### config.mk
export PLATFORM = sky130hd
export DESIGN_NAME = siso_link_ctrl
export DESIGN_NICKNAME = d
export VERILOG_FILES = /design/src/rtl/siso_link_ctrl.sv
export SDC_FILE = /design/constraint.sdc
export NUM_CORES = 1
export LEC_CHECK = 0
export BUFFER_PORTS_ARGS = -buffer_cell sky130_fd_sc_hd__buf_4
export CAP_MARGIN = 20
export CELL_PAD_IN_SITES_DETAIL_PLACEMENT = 1
export CELL_PAD_IN_SITES_GLOBAL_PLACEMENT = 2
export CORE_UTILIZATION = 37
export CTS_CLUSTER_SIZE = 28
export DETAILED_ROUTE_END_ITERATION = 12
export PLACE_DENSITY_LB_ADDON = 0.1
export SYNTH_ARGS = -nofsm -noshare
export SYNTH_HDL_FRONTEND = slang
export SYNTH_SLANG_ARGS = --single-unit
### constraint.sdc
create_clock -name clk -period 1.7 [get_ports clk]
set_input_delay 0.255 -clock clk [delete_from_list [all_inputs] [get_ports clk]]
set_output_delay 0.255 -clock clk [all_outputs]
set_load 0.01 [all_outputs]
### src/rtl/siso_link_ctrl.sv
// -----------------------------------------------------------------------------
// siso_link_ctrl
//
// Moves parallel words through an external free-running serial-in/serial-out
// shift chain. Each accepted word goes out MSB-first on sin, one bit per
// cycle. A tag shift register of the same length as the chain marks which
// bits on sdo belong to a word. The marked bits are reassembled and
// presented as one out_valid pulse per word.
//
// Parameters
//   WIDTH  bits per word (>= 2)
//   DEPTH  number of register stages in the attached chain (>= 1)
//
// Ports
//   clk        rising-edge clock, shared with the shift chain
//   rst_n      asynchronous active-low reset
//   in_valid   producer has a word on in_data
//   in_ready   word on in_data is accepted this cycle
//   in_data    word to transmit
//   sin        serial data into the chain
//   sdo        serial data out of the chain
//   out_valid  one-cycle pulse, out_data holds a received word
//   out_data   last reassembled word (held until the next one)
//   busy       transmitting, or some word bit is still inside the chain
// -----------------------------------------------------------------------------
module siso_link_ctrl #(
  parameter int WIDTH = 8,
  parameter int DEPTH = 4
) (
  input  logic             clk,
  input  logic             rst_n,
  input  logic             in_valid,
  output logic             in_ready,
  input  logic [WIDTH-1:0] in_data,
  output logic             sin,
  input  logic             sdo,
  output logic             out_valid,
  output logic [WIDTH-1:0] out_data,
  output logic             busy
);

  localparam int CW = $clog2(WIDTH);
  localparam logic [CW-1:0] LAST = CW'(WIDTH - 1);

  typedef enum logic {
    IDLE = 1'b0,
    SEND = 1'b1
  } state_t;

  state_t           state;
  logic [WIDTH-1:0] tx_shift;
  logic [CW-1:0]    bit_cnt;
  logic [DEPTH-1:0] tags;
  logic [WIDTH-1:0] rx_shift;
  logic [CW-1:0]    rx_cnt;

  logic             sending;
  logic             last_bit;
  logic             accept;
  logic             tag_out;
  logic [DEPTH:0]   tags_ext;
  logic [WIDTH-1:0] rx_next;

  assign sending  = (state == SEND);
  assign last_bit = sending && (bit_cnt == LAST);

  // Gated by rst_n so the producer sees no acceptance while reset is held.
  assign in_ready = rst_n && (!sending || last_bit);
  assign accept   = in_valid && in_ready;

  // The tag entering the pipeline marks that sin carries a data bit this
  // cycle. After DEPTH edges it lines up with that bit on sdo. Building the
  // shift through a one-bit-wider vector keeps DEPTH=1 legal.
  assign tags_ext = {tags, sending};
  assign tag_out  = tags[DEPTH-1];

  assign rx_next  = {rx_shift[WIDTH-2:0], sdo};
  assign busy     = sending || (|tags);

  // Transmit FSM. sin is registered and always mirrors tx_shift[MSB] while
  // in SEND, so it is loaded directly from in_data on a handshake.
  always_ff @(posedge clk or negedge rst_n) begin
    if (!rst_n) begin
      state    <= IDLE;
      tx_shift <= '0;
      bit_cnt  <= '0;
      sin      <= 1'b0;
    end else begin
      case (state)
        IDLE: begin
          if (accept) begin
            state    <= SEND;
            tx_shift <= in_data;
            bit_cnt  <= '0;
            sin      <= in_data[WIDTH-1];
          end else begin
            sin      <= 1'b0;
          end
        end
        SEND: begin
          if (last_bit) begin
            bit_cnt <= '0;
            if (accept) begin
              // Back-to-back: the next word's MSB follows the last bit
              // with no gap.
              tx_shift <= in_data;
              sin      <= in_data[WIDTH-1];
            end else begin
              state    <= IDLE;
              tx_shift <= '0;
              sin      <= 1'b0;
            end
          end else begin
            tx_shift <= tx_shift << 1;
            bit_cnt  <= bit_cnt + 1'b1;
            sin      <= tx_shift[WIDTH-2];
          end
        end
        default: begin
          state <= IDLE;
          sin   <= 1'b0;
        end
      endcase
    end
  end

  // Tag pipeline, matched in length to the external chain.
  always_ff @(posedge clk or negedge rst_n) begin
    if (!rst_n) begin
      tags <= '0;
    end else begin
      tags <= tags_ext[DEPTH-1:0];
    end
  end

  // Receive side. Only tagged bits are captured, so whatever the chain held
  // before reset (it is never cleared) cannot leak into a word.
  always_ff @(posedge clk or negedge rst_n) begin
    if (!rst_n) begin
      rx_shift  <= '0;
      rx_cnt    <= '0;
      out_data  <= '0;
      out_valid <= 1'b0;
    end else begin
      out_valid <= 1'b0;
      if (tag_out) begin
        rx_shift <= rx_next;
        if (rx_cnt == LAST) begin
          rx_cnt    <= '0;
          out_data  <= rx_next;
          out_valid <= 1'b1;
        end else begin
          rx_cnt <= rx_cnt + 1'b1;
        end
      end
    end
  end

endmodule

==> results by group, run 1 <==
Outcome
  – Status: completed

Clocking
  – CTS Buf Count: 5
  – H-tree level count: 2
  – Max clock buf depth: 2
  – CTS tree: done
  – Clock slew at reported path FFs: 0.07 ns
  – Clock latency on the worst-skew pair: 0.28 ns
  – Root buffer cell: clkbuf_8
  – Clk sink count: 35

Critical path
  – Worst Setup End Kind: output pin
  – Reg2reg path depth: 6
  – Crit path arrival time: 1.41 ns
  – Crit Path Category: flip-flop to output pin
  – CP required: 1.44 ns
  – Crit Path Max Fanout: 2
  – Setup crit start kind: flip-flop

Timing
  – Worst slew pin tran: 0.442 ns
  – Slew HR: 70.6%
  – Final min period: 1.67 ns
  – Fmax: 600 MHz
  – Worst hold slack: 0.0724 ns
  – Period utilization: 98.0%
  – Max Slew Vio Count: 0
  – Final Skew: 0.00494 ns
  – Unrepaired setup endpoints after global routing: true
  – Final hold viol count: 0
  – Final setup fails: 0
  – Worst Setup Slack, final: 0.0346 ns
  – Fin Setup TNS: 0 ns

Route
  – Via density: 4.98
  – Drt wl/cell: 14.2 um
  – Via Count: 871
  – Number of remaining DRC errors: 0
  – DRT iter0 DRCs: 18
  – Drt pass-1 iters: 2
  – Drt total wl: 2490 um
  – Final ANT Viol Nets: 0

Floorplanning
  – Chip Width: 63.1 um
  – Core Area: 0.00347 mm^2
  – I/O pin count: 24
  – Starting Density: 39.8%
  – DIE AREA: 0.00398 mm^2
  – Row cnt: 21
  – Die Ht: 63.1 um

Layout
  – Share of layout cells above drive strength 1: 41.9%
  – Commonest non-fill, non-tap cell in the layout: dfrtp_1
  – Number of antenna diodes: 0
  – Post-Route Utilization: 51.2%
  – # fillers: 361
  – Fin nets: 144
  – Most frequent cells in the layout: dfrtp_1, buf_4, mux2_1
  – Area delta synth->final: 28.6%

Global routing
  – Vias in the first global route: 935
  – Initial antenna violation count: 0
  – Total track usage: 15.0%
  – Largest net degree at the start of global routing: 36
  – First-pass GRT wire length: 4460 um
  – Overflow after GRT: 0

Placement
  – Port Buf Inserts: 23
  – Place WS: 0.111 ns
  – Placer Congestion: 0.668
  – DP HPWL: 1730 um

Run
  – Max-capacitance violation count: 0

Synth
  – Mapped Area: 0.00138 mm^2
  – Seq/Total Area, Yosys: 63.4%
  – Mapped Cells: 93
  – Synthesized area per cell: 14.9 um^2
  – YS warnings: 0
  – Yosys cell types: 22
  – Syn Nets: 109
  – Synth Register Bits: 35

Power and ir drop
  – Leakage power: 0.880 nW
  – Cell Pwr Density: 1860 mW/mm^2
  – Power, Total: 3.30 mW
  – VDD IR-drop max: 0.000803 V

Min path
  – Worst hold path type: input port to async pin
path summary, 6_finish.rpt:
check | start | end | slack (ns)
min | rst_n | rx_cnt[2] | 0.07
min in group clk | in_data[1] | tx_shift[1] | 0.17
min reg2reg | tags[0] | tags[1] | 0.38
max reg2reg | bit_cnt[0] | tx_shift[2] | 0.18
max | bit_cnt[0] | in_ready | 0.03
max in group asynchronous | rst_n | out_valid | 1.31
timing repair:
item | 4_1_cts | 5_1_grt
buffers inserted | 3 | 2
pin swaps | 2 | 3
endpoints found under the setup margin | 1 | 1
hold buffers | 0 | 0
gates resized for setup | 6 | 0
sequential cells by signal (all words and copies together) (netlist names):
name and flops:
bit_cnt 3, out_data 8, out_valid 1, rx_cnt 3, rx_shift 7, sending 1
sin 1, tags 4, tx_shift 7
per-layer routing:
layer	global-route usage, %	up-vias	share of wire [%]
met1	17.7	446	42
met4	4.36	0	0.24
met3	5.62	2	4.8
met2	25.1	21	53
li1	-	402	-
met5	0	-	0
worst max-delay path, stage by stage, from the launching register on:
cell      delay, ns
dfrtp_1        0.38
ha_2           0.20
ha_4           0.16
nand2b_4       0.14
and2_4         0.14
buf_6          0.11
synth_stat cells (all sizes together):
cell type,instances,area share (%)
nand2,6,1.8
nor2b,1,1.0
buf,2,1.2
nor2,2,1.1
a22o,8,5.2
a32o,1,0.72
dfrtp,35,63
ha,4,3.6
inv,2,0.54
a21o,6,3.3
nand2b,1,0.45
and2,2,0.91
a21oi,1,0.63
nand3,2,0.72
o21ai,1,0.36
nor4,1,0.45
mux2,18,15
power breakdown:
group / leakage, nW / switching (mW) / internal (mW)
logic: 0.409 / 0.498 / 0.711
clock network: 0.0515 / 0.272 / 0.369
registers: 0.419 / 0.237 / 1.21
layout make-up:
cell class              count  area, um^2  share of cell area [%]
clock buffers               8         100                    5.63
well taps                  46        57.6                    3.24
repair buffers             30         229                    12.9
inverters                   2        7.51                   0.423
flip-flops and latches     35         876                    49.3
multi-input cells          54         507                    28.5
through the flow:
| stage | cells | cell area, um^2 |
|---|---|---|
| 2_1_floorplan | 93 | 1380 |
| 6_report | 175 | 1780 |
| 4_1_cts | 173 | 1760 |
| 3_5_place_dp | 162 | 1610 |
| 3_3_place_gp | 162 | 1610 |
| 5_1_grt | 175 | 1780 |
kinds of logic after synthesis:
logic type,synth area share [%]
DFF,63.4
muxes,14.7
AOI/OAI and AO/OA,10.1
and+or+nand+nor,6.43
buffers and inverters,1.72
adders and majority gates,3.62
(Power assumes the default switching activity.)
==> run 2, diff against run 1 <==
--- a/config.mk
+++ b/config.mk
@@ -13,6 +13,8 @@
 export CTS_CLUSTER_SIZE = 28
 export DETAILED_ROUTE_END_ITERATION = 12
 export PLACE_DENSITY_LB_ADDON = 0.1
+export SETUP_SLACK_MARGIN = 0.15
+export SLEW_MARGIN = 20
 export SYNTH_ARGS = -nofsm -noshare
 export SYNTH_HDL_FRONTEND = slang
 export SYNTH_SLANG_ARGS = --single-unit
==> run 2 against run 1 <==
  * Worst hold slack better by 0.0016 ns
  * Routed wire length up 0.92%
  * Maximum frequency about the same
  * Sequential share of layout area is 0.92 points lower
  * Clock-buffer cell count is the same
  * Cell count increased by 1.1%
  * Sequential power about the same
  * Critical path type unchanged
  * Largest cell class unchanged
  * Highest routed layer unchanged
==> results by group, run 2 (synthesis results as in run 1) <==
Outcome
  – Status: completed

Global routing
  – Initial antenna violation count: 0 (unchanged)
  – First-pass GRT wire length: 4470 um (+0.16%)
  – Largest net degree at the start of global routing: 36 (unchanged)
  – Overflow after GRT: 0 (unchanged)
  – Total track usage: 15.0% (+0.039 points)
  – Vias in the first global route: 937 (+0.21%)

Layout
  – Share of layout cells above drive strength 1: 44.3% (+2.4 points)
  – # fillers: 356 (-1.4%)
  – Fin nets: 146 (+1.4%)
  – Area delta synth->final: 31.3%
  – Number of antenna diodes: 0 (unchanged)
  – Post-route cell area: 0.00181 mm^2 (+2.0%)
  – Top flop regs: out_data x8, rx_shift x7, tx_shift x7
  – Commonest non-fill, non-tap cell in the layout: dfrtp_1
  – Final std cells w/o fill: 177 (+1.1%)
  – Most frequent cells in the layout: dfrtp_1, buf_4, mux2_1
  – Largest register FFs: 8 (unchanged)
  – Most flop-heavy register: out_data

Timing
  – Final Skew: 0.00655 ns (+0.00160 ns)
  – Final hold viol count: 0 (unchanged)
  – Unrepaired setup endpoints after global routing: true
  – Final min period: 1.67 ns (+0.00143 ns)
  – Fmax: 600 MHz (about the same)
  – Worst Setup Slack, final: 0.0331 ns (-0.00143 ns)
  – Worst slew pin tran: 0.444 ns (+0.00272 ns)
  – Max Slew Vio Count: 0 (unchanged)
  – Slew HR: 70.4% (-0.18 points)
  – Period utilization: 98.1% (about the same)
  – Final setup fails: 0 (unchanged)

Floorplanning
  – Starting Density: 39.8% (unchanged)
  – Chip Width: 63.1 um (unchanged)
  – Core Area: 0.00347 mm^2 (unchanged)
  – I/O pin count: 24 (unchanged)
  – Row cnt: 21 (unchanged)
  – DIE AREA: 0.00398 mm^2 (unchanged)
  – Die Ht: 63.1 um (unchanged)

Placement
  – Port Buf Inserts: 23 (unchanged)
  – Placer Congestion: 0.668 (unchanged)
  – Placed Area: 0.00161 mm^2 (unchanged)
  – Place WS: 0.111 ns (unchanged)
  – Placed cell count: 162 (unchanged)
  – DP HPWL: 1730 um (unchanged)

Power and ir drop
  – Leakage power: 0.900 nW (+2.3%)
  – VDD IR-drop max: 0.000757 V (-5.8%)
  – Cell Pwr Density: 1860 mW/mm^2 (+0.23%)
  – Power, Total: 3.38 mW (+2.3%)

Route
  – Via density: 4.89 (-1.7%)
  – Drt wl/cell: 14.2 um (-0.22%)
  – Final ANT Viol Nets: 0 (unchanged)
  – Number of remaining DRC errors: 0 (unchanged)
  – DRT iter0 DRCs: 19 (+1)
  – Drt total wl: 2520 um (+0.92%)
  – Drt pass-1 iters: 2 (unchanged)
  – Via Count: 866 (-0.57%)

Critical path
  – Crit Path Max Fanout: 2 (unchanged)
  – CP required: 1.44 ns (about the same)
  – Crit path arrival time: 1.41 ns (about the same)
  – Setup crit start kind: flip-flop
  – Crit Path Category: flip-flop to output pin
  – Worst Setup End Kind: output pin

Clocking
  – Root buffer cell: clkbuf_8
  – Max clock buf depth: 2 (unchanged)
  – CTS Buf Count: 5 (unchanged)
  – Hold Buf Count CTS: 0 (unchanged)
  – H-tree level count: 2 (unchanged)
  – Clk sink count: 35 (unchanged)
  – Clock latency on the worst-skew pair: 0.28 ns (about the same)
  – CTS tree: done
  – Clock slew at reported path FFs: 0.07 ns (about the same)

Run
  – Max-capacitance violation count: 0 (unchanged)

Min path
  – Worst hold path type: input port to async pin
## run 2: cell count changes in the layout (fill, tap and decap cells not counted)
cell,change
nand2_4,+1
dfrtp_2,+1
nor4_4,+1
buf_4,+2
nor4_1,-1
dfrtp_1,-1
nand2_2,-1
## run 2: timing repair
action | CTS | global route
resized for setup | 7 | 3
pin swaps | 3 | 9
gates cloned | 0 | 0
hold endpoints to repair | 0 | 0
buffers inserted | 3 | 4
endpoints found under the setup margin | 2 | 17
## run 2: metrics by stage
stage               setup TNS (ns)  utilization [%]  hold WS (ns)
floorplan                        0                -       -0.0406
global placement                 0             46.4         0.360
detailed placement               0             46.4         0.367
CTS                              0             51.0        0.0747
global route               -0.0123             52.3         0.105
finish                           0             52.3        0.0740
## run 2: final cells by class
type                            count  area (um^2)  area share (%)
Inverter                            2         7.51           0.414
Timing Repair Buffer               32          244            13.5
Sequential cell                    35          877            48.4
Multi-Input combinational cell     54          527            29.1
Clock buffer                        8          100            5.52
Tap cell                           46         57.6            3.17
## run 2: final timing paths
path	to	cells after the start	from	slack (ns)
min in group clk	tx_shift[1]	2	in_data[1]	0.18
hold / removal	tags[1]	2	rst_n	0.07
setup reg to reg	sin	6	bit_cnt[0]	0.19
setup / recovery	in_ready	5	bit_cnt[0]	0.03
max in group asynchronous	tags[3]	2	rst_n	1.29
hold reg to reg	tags[1]	0	tags[0]	0.44
## run 2: worst max-delay path, cell delays in order (launching register included)
cell and delay [ns]:
dfrtp_1 0.39, ha_2 0.20, ha_4 0.16, nand2b_4 0.14, and2_4 0.14, buf_6 0.11
## run 2: per-layer routing
layer | share of wire, % | vias up | GRT usage (%)
li1 | - | 407 | -
met1 | 42 | 438 | 17.8
met2 | 54 | 19 | 25.1
met3 | 4.0 | 2 | 5.62
met4 | 0.24 | 0 | 4.36
met5 | 0 | - | 0
## run 2: power by group
group	switching [mW]	internal, mW
sequential	0.259	1.21
clock	0.276	0.370
combinational	0.507	0.751
total	1.04	2.34
